**config.mk**
```make
export PLATFORM = sky130hd
export DESIGN_NAME = alu_cmd_sequencer
export DESIGN_NICKNAME = d
export VERILOG_FILES = /design/src/rtl/alu_cmd_sequencer.sv
export SDC_FILE = /design/constraint.sdc
export NUM_CORES = 1
export LEC_CHECK = 0
export CAP_MARGIN = 20
export CORE_MARGIN = 4
export CORE_UTILIZATION = 57
export DETAILED_ROUTE_END_ITERATION = 16
export PLACE_DENSITY = 0.95
export SLEW_MARGIN = 25
export SYNTH_ARGS = -nofsm -noshare
export SYNTH_HDL_FRONTEND = slang
export SYNTH_SLANG_ARGS = --single-unit
```
**constraint.sdc**
```tcl
create_clock -name clk -period 6.1 [get_ports clk]
set_input_delay 1.22 -clock clk [delete_from_list [all_inputs] [get_ports clk]]
set_output_delay 1.22 -clock clk [all_outputs]
set_load 0.01 [all_outputs]
```
**src/rtl/alu_cmd_sequencer.sv**
```systemverilog
// Command front-end for the 8-bit ALU: buffers (op, a, b) commands in a FIFO,
// issues each as a single start pulse, and returns the result with error flagging.
module alu_cmd_sequencer #(
  parameter int DEPTH   = 4,
  parameter int TIMEOUT = 64
) (
  input  logic        clk,
  input  logic        reset,
  input  logic        cmd_valid,
  output logic        cmd_ready,
  input  logic [2:0]  cmd_op,
  input  logic [7:0]  cmd_a,
  input  logic [7:0]  cmd_b,
  output logic        alu_start,
  output logic [2:0]  alu_op,
  output logic [7:0]  alu_a,
  output logic [7:0]  alu_b,
  input  logic [15:0] alu_result,
  input  logic        alu_done,
  output logic        rsp_valid,
  input  logic        rsp_ready,
  output logic [15:0] rsp_result,
  output logic [2:0]  rsp_op,
  output logic        rsp_err,
  output logic        busy,
  output logic [1:0]  dbg_state
);

  localparam int AW = $clog2(DEPTH);
  localparam int CW = $clog2(TIMEOUT);
  localparam logic [2:0] OP_ILLEGAL = 3'b111;

  typedef enum logic [1:0] {
    IDLE  = 2'd0,
    ISSUE = 2'd1,
    WAIT  = 2'd2,
    RESP  = 2'd3
  } state_t;

  // Both interfaces use strict valid/ready: a transfer happens on a rising edge
  // where valid and ready are both high; valid never waits on ready, and payload
  // stays stable while valid is high and ready is low.

  state_t        state_q;
  logic [18:0]   mem_q [DEPTH];
  logic [AW:0]   wr_ptr_q, wr_ptr_d;
  logic [AW:0]   rd_ptr_q, rd_ptr_d;
  logic [CW-1:0] tmo_q;
  logic          alu_start_q;
  logic [2:0]    alu_op_q;
  logic [7:0]    alu_a_q;
  logic [7:0]    alu_b_q;
  logic          rsp_valid_q;
  logic [15:0]   rsp_result_q;
  logic [2:0]    rsp_op_q;
  logic          rsp_err_q;

  logic        fifo_empty;
  logic        fifo_full;
  logic        push;
  logic        pop;
  logic [18:0] head;

  // Extra MSB on the pointers distinguishes full from empty when indices match.
  assign fifo_empty = (wr_ptr_q == rd_ptr_q);
  assign fifo_full  = (wr_ptr_q[AW] != rd_ptr_q[AW]) &&
                      (wr_ptr_q[AW-1:0] == rd_ptr_q[AW-1:0]);
  assign cmd_ready  = !fifo_full && !reset;
  assign push       = cmd_valid && cmd_ready;
  assign pop        = (state_q == IDLE) && !fifo_empty;
  assign head       = mem_q[rd_ptr_q[AW-1:0]];
  assign wr_ptr_d   = push ? wr_ptr_q + 1'b1 : wr_ptr_q;
  assign rd_ptr_d   = pop  ? rd_ptr_q + 1'b1 : rd_ptr_q;

  always_ff @(posedge clk) begin
    if (push) begin
      mem_q[wr_ptr_q[AW-1:0]] <= {cmd_op, cmd_a, cmd_b};
    end
  end

  always_ff @(posedge clk) begin
    if (reset) begin
      state_q      <= IDLE;
      wr_ptr_q     <= '0;
      rd_ptr_q     <= '0;
      tmo_q        <= '0;
      alu_start_q  <= 1'b0;
      alu_op_q     <= '0;
      alu_a_q      <= '0;
      alu_b_q      <= '0;
      rsp_valid_q  <= 1'b0;
      rsp_result_q <= '0;
      rsp_op_q     <= '0;
      rsp_err_q    <= 1'b0;
    end else begin
      wr_ptr_q <= wr_ptr_d;
      rd_ptr_q <= rd_ptr_d;
      case (state_q)
        IDLE: begin
          if (pop) begin
            alu_op_q <= head[18:16];
            alu_a_q  <= head[15:8];
            alu_b_q  <= head[7:0];
            if (head[18:16] == OP_ILLEGAL) begin
              rsp_valid_q  <= 1'b1;
              rsp_err_q    <= 1'b1;
              rsp_result_q <= '0;
              rsp_op_q     <= OP_ILLEGAL;
              state_q      <= RESP;
            end else begin
              alu_start_q <= 1'b1;
              state_q     <= ISSUE;
            end
          end
        end
        ISSUE: begin
          alu_start_q <= 1'b0;
          tmo_q       <= '0;
          state_q     <= WAIT;
        end
        WAIT: begin
          if (alu_done) begin
            rsp_valid_q  <= 1'b1;
            rsp_err_q    <= 1'b0;
            rsp_result_q <= alu_result;
            rsp_op_q     <= alu_op_q;
            state_q      <= RESP;
          end else if (tmo_q == CW'(TIMEOUT - 1)) begin
            rsp_valid_q  <= 1'b1;
            rsp_err_q    <= 1'b1;
            rsp_result_q <= '0;
            rsp_op_q     <= alu_op_q;
            state_q      <= RESP;
          end else begin
            tmo_q <= tmo_q + 1'b1;
          end
        end
        RESP: begin
          if (rsp_ready) begin
            rsp_valid_q <= 1'b0;
            state_q     <= IDLE;
          end
        end
        default: state_q <= IDLE;
      endcase
    end
  end

  assign alu_start  = alu_start_q;
  assign alu_op     = alu_op_q;
  assign alu_a      = alu_a_q;
  assign alu_b      = alu_b_q;
  assign rsp_valid  = rsp_valid_q;
  assign rsp_result = rsp_result_q;
  assign rsp_op     = rsp_op_q;
  assign rsp_err    = rsp_err_q;
  assign busy       = (state_q != IDLE) || !fifo_empty;
  assign dbg_state  = state_q;

endmodule
```
==> flow_summary.ini <==
[timing]
worst_pin_slew_ps = 1030
period_share = 0.588
slew_headroom = 0.315
max_freq_mhz = 279
setup_viol = 0
finalHoldWorstSlack_ps = 455
tns_ps = 0
rsz0062_at_grt = no
final_max_slew_viol_count = 0
hold_viol = 0
finalClockSkew_ps = 7.13
fin_ws_ps = 2510
timing.final.crit_period_ps = 3590

[yosys]
syn_area_per_cell_um2 = 14.5
synth_top_area_frac = 0.453
syn_inst = 348
synth_top_family_by_area = multiplexers
muxShareOfSynthArea = 0.0889
synthArstFlopShare = 0
synth_nets = 399
ys_ff_latch = 133
netlist.top_cell.by_area = edfxtp_1
yosys-top-cells-area = edfxtp_1 (45%), dfxtp_1 (23%), mux4_2 (8.5%)
yosysWarnings = 0
ys_types = 44
synth_fa_ha_area_frac = 0.0273
synth_most_common_cell = edfxtp_1
synth-seq-area-share = 0.679
netlist_area_mm2 = 0.00504
yosys.area_share.simple = 0.0762
synth_compound_area_frac = 0.0861
synth-xor-area-share = 0.0191
ys_top_cells_by_count = edfxtp_1 (76), dfxtp_1 (57), nand2_1 (50), a21oi_1 (26), mux4_2 (19)
synth_edf_count = 76
ys_dominant_reg_cell = edfxtp_1

[layout]
final_cell_area_mm2 = 0.00657
syn_to_final_growth_pct = 30.3
diodes = 0
drive_above_1_share = 0.133
nNetsFinal = 489

[power]
peakVddDrop_v = 0.000320
power_density_mw_per_mm2 = 424
p_leak_nw = 2.31
finalPower_mw = 2.79

[floorplan]
boundaryPins = 85
fp.dieH_um = 102
initial_core_util = 0.581
coreArea_mm2 = 0.00868
die_area_mm2 = 0.0104
num_rows = 34
die_x_um = 102

[worst_setup_path]
cp.depth = 3
cp-startpoint = reset
r2r_cells = 5
crit_fanout = 2
rrSetupSlack_ps = 3250
worst-setup-path-type = input port to primary output
path_delay_family = buffers and inverters
crit_buf_inv = 2
cp_common_cell = clkdlybuf4s50_1
crit_required_ps = 4880
start_kind = input port
cp_data_arrival_time_ps = 2370
cp_slowest_stage_delay_ps = 560
crit_path_top_delay_cell = clkdlybuf4s50_1
path_cells = clkdlybuf4s50_1 -> a31oi_1 -> clkdlybuf4s50_1
end_kind = primary output

[global_routing]
overflow = 0
grt_max_degree = 42
grt_pass1_vias = 3233
antenna_found_initial = 0
grt_pass1_wl_um = 17400
grtUsageTotal = 0.232

[place]
pre_cts_ws_ps = 2090
place.gp.congestion = 0.744
dpl-instance-area_mm2 = 0.00597
port_buffers = 84
dp_hpwl_um = 7170

[clock_network]
cts_made_buffers = 17
clk_pin_slew_ps = 60
cts-resized-gates = 0
cts_setup_buffers = 0
clk_latency_ps = 530
root_buffer = clkbuf_8
cts_tree = built
hold_buffers = 0
clock_path_buffers = 2
cts.sinks = 133
cts_htree_levels = 4

[detailed_routing]
vias = 3244
wl_met1_um = 4480
drt_iter0_drc = 201
drc = 0
routedWlPerCell_um = 20.7
firstDrtPassIters = 4
vias_per_cell = 5.80
routed_wl_um = 11600
wl_met3_um = 864
ant_nets = 0
top_layer = met4
wl_met2_um = 6020

[status]
status = completed

[flow_run]
maxCapViolations = 0

[min_path]
holdCritStartpoint = alu_a[6]
hold_depth = 2
hp-class = flop to flop
-- cell families (layout without fill, tap and decap cells) --
family          after synthesis  count (layout)
flops                       133             133
compound gates               63              63
simple gates                 84              84
fa+ha+maj                    11              11
xor+xnor                     11              11
mux                          21              21
buf+inv                      25             128
-- path summary, 6_finish.rpt --
check                   endpoint
hold / removal          alu_a[6]
hold reg to reg         alu_a[6]
setup / recovery       cmd_ready
setup reg to reg  rsp_result[12]
-- layout by cell type (no fill, tap or decap), types with 10 or more instances in the layout --
cell type,count
nand2_1,50
inv_1,10
nor2_1,15
clkdlybuf4s50_1,84
mux4_2,19
edfxtp_1,76
a21oi_1,26
a22o_1,16
dfxtp_1,57
clkbuf_16,16
ha_1,11
-- flip-flops by register name, indices dropped and copies added, names as in the netlist, named ones only --
name / cells
mem_q: 76
alu_op: 3
rd_ptr_q: 3
alu_start: 1
rsp_result: 16
alu_a: 8
rsp_err: 1
wr_ptr_q: 3
tmo_q: 6
rsp_valid: 1
alu_b: 8
dbg_state: 2
rsp_op: 3
-- through the flow --
| stage | utilization | std cells |
|---|---|---|
| 4_1_cts | 0.757 | 559 |
| 5_1_grt | 0.757 | 559 |
| 3_5_place_dp | 0.688 | 527 |
| 6_report | 0.757 | 559 |
| 3_3_place_gp | 0.687 | 527 |
| 2_1_floorplan | - | 348 |
-- power by group --
part           leakage (nW)  total, mW  switching, mW  internal, mW
Combinational         0.860      0.668          0.348         0.320
Sequential             1.15       1.11         0.0678          1.04
Clock                 0.294       1.01          0.443         0.567
Total                  2.31       2.79          0.858          1.93
-- tightest hold or removal path, cell delays in order (launching register included) --
cell and delay, ps:
dfxtp_1 310, nand2_1 50, a21oi_1 50
-- area by class of cell --
class                           instances  area, um^2
Sequential cell                       133        3420
Fill cell                             508        2110
Inverter                               10        37.5
Multi-Input combinational cell        190        1520
Tap cell                              108         135
Clock inverter                         15         186
Clock buffer                           17         414
Timing Repair Buffer                   86         856
-- metal layers --
metal	vias to the layer above	track usage
met3	16	0.0744
met1	1606	0.274
met4	0	0.0858
met2	150	0.398
li1	1472	-
met5	-	0
No activity file was read; power rests on OpenSTA's default activity.
